<file path="src/rtl/spi_pkg.sv">
// spi_pkg: shared constants and types for the SPI responder.
//   state_t        one-hot FSM state encoding
//   WIDTH          default address/data byte width
//   RD_BIT         address bit that selects read (1) or write (0)
//   addr_in_range  true when the low address bits select an existing entry
package spi_pkg;

  localparam int WIDTH  = 8;
  localparam int RD_BIT = 7;

  typedef enum logic [3:0] {
    S_IDLE = 4'b0001,
    S_ADDR = 4'b0010,
    S_DATA = 4'b0100,
    S_DONE = 4'b1000
  } state_t;

  // Only the bits below the read/write flag take part in the range test, so
  // an address such as 0x0A is rejected even though its low index bits alias
  // a real entry.
  function automatic logic addr_in_range(input logic [RD_BIT-1:0] addr_low,
                                         input int depth);
    return int'(addr_low) < depth;
  endfunction

endpackage

</file>
<file path="src/rtl/spi_if.sv">
// spi_if: pin-level bundle between an SPI controller and the responder.
//   sclk_i/cs_n_i/mosi_i   controller -> responder (SPI mode 0, CS active-low)
//   miso_o/miso_oe_o       responder -> controller serial data and drive enable
//   wr_valid_o/wr_addr_o/wr_data_o  completed register-write notification
// Modports: master drives the SPI pins, slave is the responder side.
interface spi_if #(
  parameter int WIDTH = spi_pkg::WIDTH
);

  logic             sclk_i;
  logic             cs_n_i;
  logic             mosi_i;
  logic             miso_o;
  logic             miso_oe_o;
  logic             wr_valid_o;
  logic [WIDTH-1:0] wr_addr_o;
  logic [WIDTH-1:0] wr_data_o;

  modport master (
    output sclk_i, cs_n_i, mosi_i,
    input  miso_o, miso_oe_o, wr_valid_o, wr_addr_o, wr_data_o
  );

  modport slave (
    input  sclk_i, cs_n_i, mosi_i,
    output miso_o, miso_oe_o, wr_valid_o, wr_addr_o, wr_data_o
  );

endinterface

</file>
<file path="src/rtl/spi_sync_edge.sv">
// spi_sync_edge: two-flop synchroniser followed by an edge detector.
//   pclk_i, prst_i  system clock, asynchronous active-high reset
//   din             asynchronous input pin
//   level           synchronised level, aligned with the strobes
//   rise / fall     single-cycle strobes, 3 pclk_i cycles after the pin edge
// RST_VAL is the pin's idle level, so leaving reset never fakes an edge.
module spi_sync_edge #(
  parameter logic RST_VAL = 1'b0
) (
  input  logic pclk_i,
  input  logic prst_i,
  input  logic din,
  output logic level,
  output logic rise,
  output logic fall
);

  // [0],[1] form the synchroniser; [2] is the previous synchronised value
  logic [2:0] sync_reg;
  logic       rise_reg;
  logic       fall_reg;

  always_ff @(posedge pclk_i or posedge prst_i) begin
    if (prst_i) begin
      sync_reg <= {3{RST_VAL}};
      rise_reg <= 1'b0;
      fall_reg <= 1'b0;
    end else begin
      sync_reg <= {sync_reg[1:0], din};
      rise_reg <= sync_reg[1] & ~sync_reg[2];
      fall_reg <= ~sync_reg[1] & sync_reg[2];
    end
  end

  assign level = sync_reg[2];
  assign rise  = rise_reg;
  assign fall  = fall_reg;

endmodule

</file>
<file path="src/rtl/spi_target.sv">
// spi_target: SPI mode-0 responder with a small register file.
// One transaction = address byte then data byte, MSB first. Address bit 7
// selects read (1) or write (0); the low index bits pick the entry.
//   pclk_i  system clock (>= 4x SCLK); all SPI pins are oversampled
//   prst_i  asynchronous active-high reset, also clears the register file
//   bus     spi_if.slave: SPI pins in, MISO/OE out, write notification out
module spi_target
  import spi_pkg::*;
#(
  parameter int WIDTH = spi_pkg::WIDTH,
  parameter int DEPTH = 8
) (
  input  logic  pclk_i,
  input  logic  prst_i,
  spi_if.slave  bus
);

  localparam int IDX_W = (DEPTH > 1) ? $clog2(DEPTH) : 1;
  localparam int CNT_W = $clog2(WIDTH);
  localparam logic [CNT_W-1:0] LAST_BIT = CNT_W'(WIDTH - 1);

  // Pin order: [2] sclk, [1] cs_n, [0] mosi. CS idles high.
  localparam logic [2:0] PIN_IDLE = 3'b010;

  logic [2:0] pin_raw;
  logic [2:0] pin_level;
  logic [2:0] pin_rise;
  logic [2:0] pin_fall;

  assign pin_raw = {bus.sclk_i, bus.cs_n_i, bus.mosi_i};

  for (genvar gi = 0; gi < 3; gi++) begin : g_sync
    spi_sync_edge #(.RST_VAL(PIN_IDLE[gi])) u_sync (
      .pclk_i (pclk_i),
      .prst_i (prst_i),
      .din    (pin_raw[gi]),
      .level  (pin_level[gi]),
      .rise   (pin_rise[gi]),
      .fall   (pin_fall[gi])
    );
  end

  logic sclk_rise;
  logic sclk_fall;
  logic cs_rise;
  logic cs_act;
  logic mosi_s;

  assign sclk_rise = pin_rise[2];
  assign sclk_fall = pin_fall[2];
  assign cs_rise   = pin_rise[1];
  assign cs_act    = ~pin_level[1];
  assign mosi_s    = pin_level[0];

  state_t           state_reg, state_next;
  logic [CNT_W-1:0] cnt_reg, cnt_next;
  logic [WIDTH-1:0] rx_reg, rx_next;
  logic [WIDTH-1:0] tx_reg, tx_next;
  logic [WIDTH-1:0] addr_reg, addr_next;
  logic             miso_reg, miso_next;
  logic             wr_valid_reg, wr_valid_next;
  logic [WIDTH-1:0] wr_addr_reg, wr_addr_next;
  logic [WIDTH-1:0] wr_data_reg, wr_data_next;
  logic [WIDTH-1:0] regs [DEPTH];

  logic             we;
  logic [WIDTH-1:0] rx_shift;

  assign rx_shift = {rx_reg[WIDTH-2:0], mosi_s};

  always_comb begin
    state_next    = state_reg;
    cnt_next      = cnt_reg;
    rx_next       = rx_reg;
    tx_next       = tx_reg;
    addr_next     = addr_reg;
    miso_next     = miso_reg;
    wr_valid_next = 1'b0;
    wr_addr_next  = wr_addr_reg;
    wr_data_next  = wr_data_reg;
    we            = 1'b0;

    // CS release wins over everything, including a coincident final data
    // bit, so a transaction cut short never commits a write.
    if (cs_rise) begin
      state_next = S_IDLE;
      cnt_next   = '0;
      miso_next  = 1'b0;
    end else begin
      unique case (state_reg)
        S_IDLE: begin
          if (cs_act) begin
            state_next = S_ADDR;
            cnt_next   = '0;
            rx_next    = '0;
            miso_next  = 1'b0;
          end
        end

        S_ADDR: begin
          if (sclk_fall) miso_next = 1'b0;
          if (sclk_rise) begin
            rx_next  = rx_shift;
            cnt_next = cnt_reg + 1'b1;
            if (cnt_reg == LAST_BIT) begin
              state_next = S_DATA;
              cnt_next   = '0;
              addr_next  = rx_shift;
              // Preload the read value so the first data-phase SCLK fall
              // can present its MSB immediately.
              if (rx_shift[RD_BIT] && addr_in_range(rx_shift[RD_BIT-1:0], DEPTH))
                tx_next = regs[rx_shift[IDX_W-1:0]];
              else
                tx_next = '0;
            end
          end
        end

        S_DATA: begin
          if (sclk_fall) begin
            if (addr_reg[RD_BIT]) begin
              miso_next = tx_reg[WIDTH-1];
              tx_next   = {tx_reg[WIDTH-2:0], 1'b0};
            end else begin
              miso_next = 1'b0;
            end
          end
          if (sclk_rise) begin
            rx_next  = rx_shift;
            cnt_next = cnt_reg + 1'b1;
            if (cnt_reg == LAST_BIT) begin
              state_next = S_DONE;
              cnt_next   = '0;
              if (!addr_reg[RD_BIT] && addr_in_range(addr_reg[RD_BIT-1:0], DEPTH)) begin
                we            = 1'b1;
                wr_valid_next = 1'b1;
                wr_addr_next  = addr_reg;
                wr_data_next  = rx_shift;
              end
            end
          end
        end

        S_DONE: begin
          // Extra bytes under the same CS are ignored.
          if (sclk_fall) miso_next = 1'b0;
        end

        default: state_next = S_IDLE;
      endcase
    end
  end

  always_ff @(posedge pclk_i or posedge prst_i) begin
    if (prst_i) begin
      state_reg    <= S_IDLE;
      cnt_reg      <= '0;
      rx_reg       <= '0;
      tx_reg       <= '0;
      addr_reg     <= '0;
      miso_reg     <= 1'b0;
      wr_valid_reg <= 1'b0;
      wr_addr_reg  <= '0;
      wr_data_reg  <= '0;
    end else begin
      state_reg    <= state_next;
      cnt_reg      <= cnt_next;
      rx_reg       <= rx_next;
      tx_reg       <= tx_next;
      addr_reg     <= addr_next;
      miso_reg     <= miso_next;
      wr_valid_reg <= wr_valid_next;
      wr_addr_reg  <= wr_addr_next;
      wr_data_reg  <= wr_data_next;
    end
  end

  // Register file is flop-based so reset can clear it.
  always_ff @(posedge pclk_i or posedge prst_i) begin
    if (prst_i) begin
      for (int i = 0; i < DEPTH; i++) regs[i] <= '0;
    end else if (we) begin
      regs[addr_reg[IDX_W-1:0]] <= rx_shift;
    end
  end

  assign bus.miso_o     = miso_reg;
  assign bus.miso_oe_o  = cs_act;
  assign bus.wr_valid_o = wr_valid_reg;
  assign bus.wr_addr_o  = wr_addr_reg;
  assign bus.wr_data_o  = wr_data_reg;

endmodule

</file>
<file path="src/flat_wrapper.sv">
// flat-port wrapper written by rule: the top's interface ports become plain ports
module spi_target_flat import spi_pkg::*;
#(
  parameter int WIDTH = spi_pkg::WIDTH,
  parameter int DEPTH = 8
)
  (pclk_i, prst_i, bus_sclk_i, bus_cs_n_i, bus_mosi_i, bus_miso_o, bus_miso_oe_o, bus_wr_valid_o, bus_wr_addr_o, bus_wr_data_o);
  spi_if #(.WIDTH(WIDTH)) bus_i ();
  input  logic pclk_i;
  input  logic prst_i;
  input wire logic [$bits(bus_i.sclk_i)-1:0] bus_sclk_i;
  input wire logic [$bits(bus_i.cs_n_i)-1:0] bus_cs_n_i;
  input wire logic [$bits(bus_i.mosi_i)-1:0] bus_mosi_i;
  output wire logic [$bits(bus_i.miso_o)-1:0] bus_miso_o;
  output wire logic [$bits(bus_i.miso_oe_o)-1:0] bus_miso_oe_o;
  output wire logic [$bits(bus_i.wr_valid_o)-1:0] bus_wr_valid_o;
  output wire logic [$bits(bus_i.wr_addr_o)-1:0] bus_wr_addr_o;
  output wire logic [$bits(bus_i.wr_data_o)-1:0] bus_wr_data_o;
  assign bus_i.sclk_i = bus_sclk_i;
  assign bus_i.cs_n_i = bus_cs_n_i;
  assign bus_i.mosi_i = bus_mosi_i;
  assign bus_miso_o = bus_i.miso_o;
  assign bus_miso_oe_o = bus_i.miso_oe_o;
  assign bus_wr_valid_o = bus_i.wr_valid_o;
  assign bus_wr_addr_o = bus_i.wr_addr_o;
  assign bus_wr_data_o = bus_i.wr_data_o;
  spi_target #(.WIDTH(WIDTH), .DEPTH(DEPTH)) u_core (.pclk_i(pclk_i), .prst_i(prst_i), .bus(bus_i));
endmodule
</file>
<file path="config.mk">
export PLATFORM = sky130hd
export DESIGN_NAME = spi_target_flat
export DESIGN_NICKNAME = d
export VERILOG_FILES = /design/src/rtl/spi_pkg.sv /design/src/rtl/spi_if.sv /design/src/rtl/spi_sync_edge.sv /design/src/rtl/spi_target.sv /design/src/flat_wrapper.sv
export SDC_FILE = /design/constraint.sdc
export NUM_CORES = 1
export LEC_CHECK = 0
export ABC_CLOCK_PERIOD_IN_PS = 4300
export CAP_MARGIN = 20
export CORE_MARGIN = 2
export CORE_UTILIZATION = 36
export CTS_BUF_LIST = sky130_fd_sc_hd__clkbuf_8
export DETAILED_ROUTE_END_ITERATION = 8
export SETUP_SLACK_MARGIN = 0.15
export SLEW_MARGIN = 20
export SYNTH_ARGS = -nofsm -noshare
export SYNTH_HDL_FRONTEND = slang
export SYNTH_HIERARCHICAL = 1
export SYNTH_SLANG_ARGS = --single-unit
export TNS_END_PERCENT = 100
</file>
<file path="constraint.sdc">
create_clock -name pclk_i -period 4.3 [get_ports pclk_i]
set_input_delay 0.86 -clock pclk_i [delete_from_list [all_inputs] [get_ports pclk_i]]
set_output_delay 0.86 -clock pclk_i [all_outputs]
set_load 0.01 [all_outputs]
</file>
# [Word level (Yosys, flattened, before mapping)]
# Index checks and enable logic that the tools add are counted.
[word_totals] reg_bits=124 latch_bits=0 ramBits=0 romBits=0 out_inout_bits=19 elab_cells=113 n_memories=0
[classes] addsub=1 mul=0 div=0 order_cmp=5 n_eq_ne=20 shifts=0 muxes=38 n_bitwise=9 reduce_logical=17
[op_table] operator="64-bit bitwise mux" count=1
[op_table] operator="8-bit 2-to-1 mux" count=8
[op_table] operator="8-bit binary-select mux with 3-bit select" count=1
[op_table] operator="8-bit demux with 3-bit select" count=1
[op_table] operator="4-bit 2-to-1 mux" count=6
[op_table] operator="4-bit case mux with 4 select lines" count=1
[op_table] operator="8-bit case mux with 2 select lines" count=1
[op_table] operator="7-bit by 4-bit less-than comparator with 1-bit output, second input constant" count=2
[op_table] operator="7-bit 2-to-1 mux" count=2
[op_table] operator="7-bit case mux with 2 select lines" count=1
[op_table] operator="3-bit 2-to-1 mux" count=4
[op_table] operator="3-bit != test, second input constant" count=4
[op_table] operator="4-bit AND reduction" count=3
[op_table] operator="6-bit AND reduction" count=2
[op_table] operator="1-bit 2-to-1 mux" count=10
[op_table] operator="4-bit >= comparator, second input constant" count=2
[op_table] operator="2-bit != test, second input constant" count=4
[op_table] operator="3-bit inverter with 4-bit output" count=2
[op_table] operator="2-bit by 1-bit != test with 1-bit output, second input constant" count=3
[op_table] operator="3-bit by 1-bit != test with 1-bit output, second input constant" count=2
[op_table] operator="3-bit by 2-bit != test with 1-bit output, second input constant" count=2
[op_table] operator="3-bit case mux with 2 select lines" count=1
[op_table] operator="5-bit AND reduction" count=1
[op_table] operator="4-bit by 1-bit equality test with 1-bit output, second input constant" count=1
[op_table] operator="other kinds (16)" count=25

# [Logic depth before layout (Yosys ltp)]
# Gate-level depths: netlist of the first run.
[depth] depth_word=8 mapped_depth=9

# [Hierarchy]
# The synthesis of the first run kept the hierarchy.
[modules_own_cells] module="spi_target" n_inst=1 cells_per_inst=376 area_each_um2=5158.7
[modules_own_cells] module="spi_sync_edge (u_core.g_sync[0].u_sync ...)" n_inst=2 cells_per_inst=8 area_each_um2=143.9
[modules_own_cells] module="spi_sync_edge (u_core.g_sync[1].u_sync)" n_inst=1 cells_per_inst=8 area_each_um2=147.6

# [Worst setup path before layout of the first run]
# No wires, ideal clock.
[synth_timing] kind="register to register" start="register u_core.cnt_reg[0]" end="register u_core/regs[10] (netlist bit)" setup_ps=125 t_arrival_ps=1934 required_time_ps=4175 setup_slack_ps=2241 path_stages_with_launch=9 path_cell_list="dfrtp_1 -> ha_1 -> ha_1 -> and4bb_2 -> nand4_4 -> buf_6 -> clkinv_2 -> nand4b_2 -> mux2_2"
[synth_between] elab_chain_len=5
[synth_lines] item="start, declared" line="spi_target.sv:56" text="logic [CNT_W-1:0] cnt_reg, cnt_next;"
[synth_lines] item="start signal, assigned" line="spi_target.sv:167" text="cnt_reg <= cnt_next;"
[synth_lines] item="3-bit equality test" line="spi_target.sv:131" text="if (cnt_reg == LAST_BIT) begin"
[synth_lines] item="1-bit 2-to-1 mux" line="spi_target.sv:131"
[synth_lines] item="1-bit 2-to-1 mux" line="spi_target.sv:128" text="if (sclk_rise) begin"
[synth_lines] item="1-bit 2-to-1 mux" line="spi_target.sv:90" text="unique case (state_reg)"
[synth_lines] item="1-bit 2-to-1 mux" line="spi_target.sv:85" text="if (cs_rise) begin"
[synth_lines] item="end signal, assigned by index" line="spi_target.sv:183" text="regs[addr_reg[IDX_W-1:0]] <= rx_shift;"
[synth_lines] item="end, declared" line="spi_target.sv:64" text="logic [WIDTH-1:0] regs [DEPTH];"
# No other way between the ends.
# A chain may end at the register's enable or synchronous reset.

# [Final worst setup path of the first run]
[layout_timing] start="register u_core.state_reg[2]" end="register u_core/regs[55] (netlist bit)"
[layout_between] elab_chain_len=3
[layout_lines] item="start, declared" line="spi_target.sv:55" text="state_t state_reg, state_next;"
[layout_lines] item="start signal, assigned" line="spi_target.sv:166" text="state_reg <= state_next;"
[layout_lines] item="4-bit by 3-bit equality test with 1-bit output" line="spi_target.sv:90"
[layout_lines] item="1-bit 2-to-1 mux" line="spi_target.sv:90"
[layout_lines] item="1-bit 2-to-1 mux" line="spi_target.sv:85"
# No other way between the ends.

==> run_results.csv, run 1 <==
group,metric,value,unit
worst_setup_path,crit_type,"reg -> reg",
min_path,min_from,"u_core/g_sync[0].u_sync/sync_reg[1]$_DFF_PP0_",
worst_setup_path,worstPathMaxFanout,21,
cts,cts_num_sinks,124,
detailed_routing,via_per_inst,5.21,
worst_setup_path,worstPathCellList,"nor3b_4, nand4_4, nor4b_4, mux2_2",
cts,worstSkewPairLatency,0.43,ns
cts,htree_levels,4,
run,max_cap_viol_count,0,
detailed_routing,antenna_left,0,
timing,fin_skew,0.00919,ns
detailed_routing,routed_wl,10800,um
cts,clk_pin_slew,0.07,ns
finish,syn_to_final_growth,14.8,%
worst_setup_path,worstPathArrival,3.03,ns
worst_setup_path,slowest_stage,"nor4b_4",
cts,hold_buffers,0,
grt,grt_pass1_vias,3328,
placed_design,gp_congestion,0.760,
grt,grt.overflow.total,0,
power_and_ir_drop,power.density,372,nW/um^2
cts,clockBufferDepth,2,
worst_setup_path,critPathLaunchType,"flop",
floorplanning,die_w,128,um
timing,setup_viol,0,
timing,fin_crit_sh,0.633,
run_status,status,"finished, final reports clean",
placed_design,place_area,5880,sq um
placed_design,place_inst,582,
finish,fin_cells,614,
worst_setup_path,reg2reg_from,"u_core/state_reg[2]$_DFFE_PP0P_",
cts,cts.repair.resized,0,
worst_setup_path,r2r_cells,4,
detailed_routing,first_pass_iters,4,
cts,cts_setup_buffers,0,
worst_setup_path,r2r-end,"u_core/regs[55]$_DFFE_PP0P_",
grt,grt_max_degree,62,
grt,track_usage,0.148,
placed_design,hpwl,6990,um
timing,finalSetupTns,0,ns
detailed_routing,drc_errors,0,
placed_design,port_buffers,23,
finish,largest_reg_flops,64,
timing,tightest_slew,1.05,ns
timing,min_period,2.72,ns
cts,cts_root_buf,"clkbuf_8",
finish,nets,420,
power_and_ir_drop,ir_worst_vdd,0.000186,V
synth,syn_area,5500,sq um
finish,drive_above_1_share,0.373,
synth,ys_warn_count,6,
worst_setup_path,slowest_delay,0.76,ns
floorplanning,io-pin-count,24,
floorplanning,fp.coreArea,15000,sq um
worst_setup_path,rrSetupSlack,1.58,ns
worst_setup_path,cpLargestDelayFamily,"simple AND/OR/NAND/NOR gates",
synth,synth.avg_cell_area,13.9,sq um
grt,grt_pass1_wl,18300,um
floorplanning,row_count,45,
timing,final_hold_viol_count,0,
timing,fmaxAchievable,368,MHz
cts,cts_inserted_buffers,17,
timing,relSlewSlack,0.297,
finish,diodes,0,
floorplanning,start_util,0.366,
grt,grt_antenna_before_repair,0,
min_path,min_path_cells,0,
detailed_routing,drt_iter0_drc,193,
detailed_routing,routedWlPerCell,17.6,um
worst_setup_path,required,4.61,ns
cts,tritoncts,"yes",
worst_setup_path,crit_start,"u_core/state_reg[2]$_DFFE_PP0P_",
timing,grt_setup_unrepaired,"false",
min_path,hold_class,"reg -> reg",
timing,final_max_slew_viol_count,0,
power_and_ir_drop,p_leak,2.96,nW
min_path,holdPathEnd,"u_core/g_sync[0].u_sync/sync_reg[2]$_DFF_PP0_",
floorplanning,dieHeight,128,um
worst_setup_path,cp.buffers_inverters,0,
synth,syn_inst,394,
floorplanning,fp.dieArea,16300,sq um
detailed_routing,vias,3198,
worst_setup_path,critPathCaptureType,"flop",
power_and_ir_drop,power,0.00235,W
finish,design_area,6310,sq um
synth,syn_nets,401,
[worst max-delay path by stage]
stage,endpoint,slack (ns),cells past startpoint
floorplan,u_core/addr_reg[0]$_DFFE_PP0P_,0.48,1
global placement,u_core/regs[50]$_DFFE_PP0P_,1.66,4
detailed placement,u_core/regs[55]$_DFFE_PP0P_,1.60,4
CTS,u_core/regs[55]$_DFFE_PP0P_,1.58,4
global route,u_core/regs[55]$_DFFE_PP0P_,1.42,4
finish,u_core/regs[55]$_DFFE_PP0P_,1.58,4
[power breakdown]
part	leakage, nW	internal, W	total (W)	switching [W]
registers	1.70	0.00118	0.00121	0.0000278
clock network	0.212	0.000613	0.00106	0.000448
logic	1.05	0.0000335	0.0000785	0.0000450
[layout make-up]
| class | count | area (sq um) |
|---|---|---|
| timing repair buffer | 27 | 273 |
| clock buffer | 20 | 275 |
| sequential | 124 | 3110 |
| inverter | 9 | 37.5 |
| tap | 188 | 235 |
| multi-input combinational | 234 | 2230 |
| fill | 1374 | 8730 |
| clock inverter | 12 | 145 |
[per-stage QoR]
stage	hold slack [ns]	util	setup WS (ns)
floorplan	0.331	-	0.483
global placement	0.334	0.391	1.66
detailed placement	0.335	0.391	1.60
CTS	0.347	0.419	1.58
global route	0.363	0.419	1.42
finish	0.345	0.419	1.58
[metal layers]
metal  GRT usage  share of wire  vias to the layer above
met5           0              0                        -
met4      0.0614          0.023                        0
met3      0.0406          0.032                       21
met2       0.228           0.48                       47
met1       0.198           0.47                     1668
li1            -              -                     1462
[cell usage in the layout, fill, tap and decap left out, types with 3 or more instances in the layout]
master,n
and2_1,6
dfrtp_1,118
inv_1,8
dfstp_2,4
clkbuf_8,20
a22oi_1,7
clkinvlp_4,3
nand2b_1,6
nor3_1,9
nor2_1,5
mux4_2,16
clkinv_2,5
o21ai_0,3
buf_4,3
mux2i_1,3
clkdlybuf4s50_1,23
mux2_2,79
a22o_1,7
nand2_1,39
bufinv_16,3
a21oi_1,8
Power figures use the tool's default switching activity.
==> run 2: changes to the inputs <==
--- a/config.mk
+++ b/config.mk
@@ -5,7 +5,7 @@
 export SDC_FILE = /design/constraint.sdc
 export NUM_CORES = 1
 export LEC_CHECK = 0
-export ABC_CLOCK_PERIOD_IN_PS = 4300
+export ABC_CLOCK_PERIOD_IN_PS = 2800
 export CAP_MARGIN = 20
 export CORE_MARGIN = 2
 export CORE_UTILIZATION = 36
==> constraint.sdc (replaced) <==
create_clock -name pclk_i -period 2.8 [get_ports pclk_i]
set_input_delay 0.56 -clock pclk_i [delete_from_list [all_inputs] [get_ports pclk_i]]
set_output_delay 0.56 -clock pclk_i [all_outputs]
set_load 0.01 [all_outputs]
==> run 2 against run 1 <==
Power up 55%. First-iteration DRC count is 6.2% lower. Routed wire length rose by 0.72%. Largest cell class unchanged. Flip-flop and latch count stayed put. Die area unchanged.
==> run_results.csv, run 2 (synthesized netlist as in run 1, its figures left out) <==
group,metric,value,unit
timing,final_max_slew_viol_count,0,
detailed_routing,routed_wl,10900,um
grt,grt_antenna_before_repair,0,
finish,final_common_cell,"dfrtp_1",
timing,fin_skew,0.0123,ns
floorplanning,die_w,128,um
cts,cts_root_buf,"clkbuf_8",
cts,cts_num_sinks,124,
worst_setup_path,worstPathArrival,2.62,ns
run,max_cap_viol_count,0,
timing,hold_ws,0.347,ns
cts,cts.repair.resized,0,
worst_setup_path,critPathCaptureType,"flop",
timing,final_hold_viol_count,0,
finish,drive_above_1_share,0.391,
cts,cts_inserted_buffers,17,
cts,tritoncts,"yes",
grt,grt_pass1_vias,3376,
grt,grt_max_degree,48,
detailed_routing,first_pass_iters,4,
finish,nets,434,
floorplanning,start_util,0.366,
detailed_routing,via_per_inst,5.16,
worst_setup_path,crit_type,"reg -> reg",
cts,htree_levels,4,
grt,grt_pass1_wl,18300,um
detailed_routing,routedWlPerCell,17.4,um
timing,grt_setup_unrepaired,"false",
worst_setup_path,worstPathMaxFanout,13,
timing,relSlewSlack,0.402,
cts,cts_setup_buffers,0,
timing,finalSetupTns,0,ns
min_path,min_path_cells,0,
power_and_ir_drop,power,0.00364,W
timing,setup_viol,0,
placed_design,hpwl,7150,um
timing,fmaxAchievable,435,MHz
finish,diodes,0,
worst_setup_path,required,3.12,ns
finish,layout.cells.most_common_list,"dfrtp_1 (120), mux2_2 (79), nand2_1 (39), clkdlybuf4s50_1 (23), clkbuf_8 (19)",
grt,grt.overflow.total,0,
detailed_routing,vias,3243,
detailed_routing,drc_errors,0,
finish,fin_cells,628,
timing,fin_crit_sh,0.821,
floorplanning,dieHeight,128,um
floorplanning,fp.dieArea,16300,sq um
grt,track_usage,0.146,
worst_setup_path,critPathLaunchType,"flop",
worst_setup_path,rrSetupSlack,0.50,ns
run_status,status,"finished, final reports clean",
timing,min_period,2.30,ns
power_and_ir_drop,power.density,565,nW/um^2
finish,largest_reg_flops,64,
floorplanning,io-pin-count,24,
power_and_ir_drop,ir_worst_vdd,0.000304,V
cts,clockBufferDepth,2,
worst_setup_path,r2r_cells,7,
timing,tightest_slew,0.896,ns
min_path,holdPathEnd,"u_core/g_sync[2].u_sync/sync_reg[1]$_DFF_PP0_",
floorplanning,row_count,45,
worst_setup_path,reg2reg_from,"u_core/cnt_reg[0]$_DFFE_PP0P_",
cts,worstSkewPairLatency,0.43,ns
detailed_routing,antenna_left,0,
power_and_ir_drop,p_leak,3.04,nW
placed_design,gp_congestion,0.780,
worst_setup_path,r2r-end,"u_core/regs[10]$_DFFE_PP0P_",
cts,hold_buffers,0,
detailed_routing,drt_iter0_drc,181,
min_path,min_from,"u_core/g_sync[2].u_sync/sync_reg[0]$_DFF_PP0_",
floorplanning,fp.coreArea,15000,sq um
cts,clk_pin_slew,0.08,ns
placed_design,place_inst,596,
min_path,hold_class,"reg -> reg",
placed_design,port_buffers,23,
finish,syn_to_final_growth,17.0,%
run 2: cell types whose count changed in the layout (fill, tap and decap cells not counted), moves of 2 or more:
| cell | change |
|---|---|
| buf_4 | +13 |
| dfrtp_2 | -2 |
| dfrtp_1 | +2 |
| clkinv_2 | -2 |
| clkinv_4 | +3 |
run 2: area by class of cell:
type                            count  area (sq um)
Clock buffer                       19           262
Clock inverter                     13           166
Fill cell                        1363          8600
Inverter                            9          38.8
Multi-Input combinational cell    234          2230
Sequential cell                   124          3110
Tap cell                          188           235
Timing Repair Buffer               41           390
run 2: report_power, final:
group	switching [W]	leakage (nW)	total [W]	internal (W)
clock network	0.000723	0.208	0.00165	0.000932
registers	0.0000254	1.70	0.00184	0.00181
logic	0.0000884	1.13	0.000146	0.0000577
run 2: routing by layer:
| metal | share of wire | wire, um | global-route usage | up-vias |
|---|---|---|---|---|
| li1 | - | - | - | 1481 |
| met1 | 0.46 | 5040 | 0.197 | 1693 |
| met2 | 0.49 | 5340 | 0.230 | 53 |
| met3 | 0.029 | 313 | 0.0318 | 16 |
| met4 | 0.020 | 221 | 0.0621 | 0 |
| met5 | 0 | 0 | 0 | - |
run 2: critical path, stage by stage, from the launching register on:
cell and delay [ns]:
dfrtp_1 0.37, ha_1 0.15, ha_1 0.17, and4bb_2 0.26, nand4_4 0.27, clkinv_2 0.20, nand4b_2 0.34, mux2_2 0.40
run 2: worst max-delay path by stage:
stage / startpoint / endpoint / slack, ns / cells past startpoint
CTS: u_core/cnt_reg[0]$_DFFE_PP0P_ / u_core/regs[10]$_DFFE_PP0P_ / 0.46 / 7
floorplan: u_core/cnt_reg[0]$_DFFE_PP0P_ / u_core/regs[10]$_DFFE_PP0P_ / 0.74 / 8
global placement: u_core/cnt_reg[0]$_DFFE_PP0P_ / u_core/regs[16]$_DFFE_PP0P_ / 0.53 / 7
finish: u_core/cnt_reg[0]$_DFFE_PP0P_ / u_core/regs[10]$_DFFE_PP0P_ / 0.50 / 7
global route: u_core/cnt_reg[0]$_DFFE_PP0P_ / u_core/regs[12]$_DFFE_PP0P_ / 0.40 / 7
detailed placement: u_core/cnt_reg[0]$_DFFE_PP0P_ / u_core/regs[10]$_DFFE_PP0P_ / 0.47 / 7
run 2: per-stage QoR:
step / setup WS (ns) / utilization / cell area [sq um]
floorplan: 0.741 / - / 5500
global placement: 0.527 / 0.399 / 6000
detailed placement: 0.469 / 0.399 / 6000
CTS: 0.456 / 0.427 / 6420
global route: 0.395 / 0.428 / 6430
finish: 0.501 / 0.428 / 6430
==> run 3: changes to the inputs <==
--- a/config.mk
+++ b/config.mk
@@ -5,7 +5,7 @@
 export SDC_FILE = /design/constraint.sdc
 export NUM_CORES = 1
 export LEC_CHECK = 0
-export ABC_CLOCK_PERIOD_IN_PS = 2800
+export ABC_CLOCK_PERIOD_IN_PS = 2100
 export CAP_MARGIN = 20
 export CORE_MARGIN = 2
 export CORE_UTILIZATION = 36
==> constraint.sdc (replaced) <==
create_clock -name pclk_i -period 2.1 [get_ports pclk_i]
set_input_delay 0.42 -clock pclk_i [delete_from_list [all_inputs] [get_ports pclk_i]]
set_output_delay 0.42 -clock pclk_i [all_outputs]
set_load 0.01 [all_outputs]
==> run 3 against run 2 <==
First-iteration DRC count decreased by 14%. Clock skew decreased by 0.0022 ns. Critical path depth unchanged. Clock power increased by 24%. Maximum frequency increased by 11%. Die area unchanged.
==> run_results.csv, run 3 (synthesized netlist as in run 1, its figures left out) <==
group,metric,value,unit
run_status,status,"finished, final reports clean",
placed_design,port_buffers,23,
detailed_routing,first_pass_iters,4,
worst_setup_path,critPathCaptureType,"flop",
floorplanning,io-pin-count,24,
detailed_routing,vias,3323,
detailed_routing,routedWlPerCell,17.9,um
cts,cts_num_sinks,124,
floorplanning,row_count,45,
timing,relSlewSlack,0.541,
finish,fillerInstances,1319,
cts,clockBufferDepth,2,
power_and_ir_drop,power.density,712,nW/um^2
worst_setup_path,rrSetupSlack,0.04,ns
finish,drive_above_1_share,0.398,
cts,hold_buffers,0,
timing,setup_viol,0,
grt,grt_max_degree,96,
detailed_routing,drt_iter0_drc,155,
finish,syn_to_final_growth,20.7,%
worst_setup_path,worstPathMaxFanout,8,
timing,min_period,2.06,ns
grt,track_usage,0.148,
floorplanning,start_util,0.366,
worst_setup_path,critPathLaunchType,"flop",
finish,largest_reg_flops,64,
timing,fin_skew,0.0101,ns
floorplanning,die_w,128,um
worst_setup_path,required,2.41,ns
floorplanning,dieHeight,128,um
finish,final_common_cell,"dfrtp_1",
finish,diodes,0,
worst_setup_path,r2r-end,"u_core/regs[48]$_DFFE_PP0P_",
worst_setup_path,worstPathArrival,2.37,ns
timing,fmaxAchievable,485,MHz
timing,fin_crit_sh,0.982,
floorplanning,fp.coreArea,15000,sq um
worst_setup_path,r2r_cells,7,
cts,tritoncts,"yes",
grt,grt_antenna_before_repair,0,
grt,grt.overflow.total,0,
finish,final_util,0.441,
grt,grt_pass1_wl,18400,um
timing,tightest_slew,0.688,ns
run,max_cap_viol_count,0,
placed_design,dp_slack,0.0152,ns
cts,clk_pin_slew,0.06,ns
finish,layout.cells.most_common_list,"dfrtp_1 (119), mux2_2 (68), nand2_1 (39), clkdlybuf4s50_1 (22), buf_4 (20)",
detailed_routing,via_per_inst,5.19,
timing,layout_setup_ws,0.0369,ns
floorplanning,fp.dieArea,16300,sq um
timing,grt_setup_unrepaired,"true",
detailed_routing,drc_errors,0,
finish,nets,447,
cts,cts_root_buf,"clkbuf_8",
worst_setup_path,reg2reg_from,"u_core/cnt_reg[1]$_DFFE_PP0P_",
cts,worstSkewPairLatency,0.43,ns
worst_setup_path,crit_type,"reg -> reg",
power_and_ir_drop,p_leak,3.17,nW
detailed_routing,antenna_left,0,
timing,final_hold_viol_count,0,
cts,cts_inserted_buffers,17,
timing,hold_ws,0.314,ns
power_and_ir_drop,ir_worst_vdd,0.000400,V
timing,final_max_slew_viol_count,0,
grt,grt_pass1_vias,3423,
placed_design,gp_congestion,0.768,
placed_design,hpwl,7180,um
detailed_routing,routed_wl,11400,um
min_path,hold_class,"in -> async",
cts,htree_levels,4,
## run 3: layout make-up
cell class	instances	area (sq um)	area share
flip-flops and latches	124	3110	0.469
multi-input cells	234	2280	0.343
repair buffers	54	582	0.0878
clock buffers	18	248	0.0374
well taps	188	235	0.0355
clock inverters	13	136	0.0206
inverters	9	42.5	0.00642
## run 3: per-layer routing
| metal | track usage | part of all wire | routed length [um] | vias up |
|---|---|---|---|---|
| li1 | - | - | - | 1508 |
| met2 | 0.224 | 0.49 | 5570 | 32 |
| met5 | 0 | 0 | 0 | - |
| met3 | 0.0377 | 0.022 | 253 | 11 |
| met1 | 0.207 | 0.48 | 5470 | 1772 |
| met4 | 0.0504 | 0.011 | 131 | 0 |
## run 3: critical path: stages (launching register included)
cell      delay (ns)
dfrtp_1         0.35
ha_1            0.15
ha_1            0.15
and4bb_2        0.26
nand4_4         0.23
nor4b_4         0.28
buf_6           0.18
mux2_2          0.33
## run 3: worst max-delay path by stage
| stage | start | end | slack (ns) | cells after the start |
|---|---|---|---|---|
| after detailed placement | u_core/cnt_reg[1]$_DFFE_PP0P_ | u_core/regs[45]$_DFFE_PP0P_ | 0.02 | 7 |
| final | u_core/cnt_reg[1]$_DFFE_PP0P_ | u_core/regs[48]$_DFFE_PP0P_ | 0.04 | 7 |
| after CTS | u_core/cnt_reg[1]$_DFFE_PP0P_ | u_core/regs[48]$_DFFE_PP0P_ | 0.02 | 7 |
| after floorplan | u_core/cnt_reg[0]$_DFFE_PP0P_ | u_core/regs[56]$_DFFE_PP0P_ | 0.04 | 7 |
| after global placement | u_core/cnt_reg[0]$_DFFE_PP0P_ | u_core/regs[54]$_DFFE_PP0P_ | 0.03 | 7 |
| after global routing | u_core/cnt_reg[1]$_DFFE_PP0P_ | u_core/regs[54]$_DFFE_PP0P_ | -0.09 | 7 |
## run 3: power breakdown
part / switching (W) / internal, W / leakage (nW)
clock: 0.000884 / 0.00117 / 0.214
sequential: 0.0000266 / 0.00241 / 1.70
combinational: 0.000134 / 0.0000916 / 1.26
total: 0.00104 / 0.00367 / 3.17
## run 3: metrics by stage
step / total power (W) / TNS, ns / cells / cell area, sq um
2_1_floorplan: 0.00263 / 0 / 394 / 5560
4_1_cts: 0.00478 / 0 / 637 / 6580
6_report: 0.00472 / 0 / 640 / 6630
3_5_place_dp: 0.00270 / 0 / 606 / 6190
5_1_grt: 0.00491 / -1.63 / 640 / 6630
3_3_place_gp: 0.00270 / 0 / 606 / 6190
## run 3: repair_timing
item | CTS | global route
gates cloned | 0 | 1
endpoints found under the setup margin | 64 | 74
buffers inserted | 0 | 2
resized for setup | 2 | 4
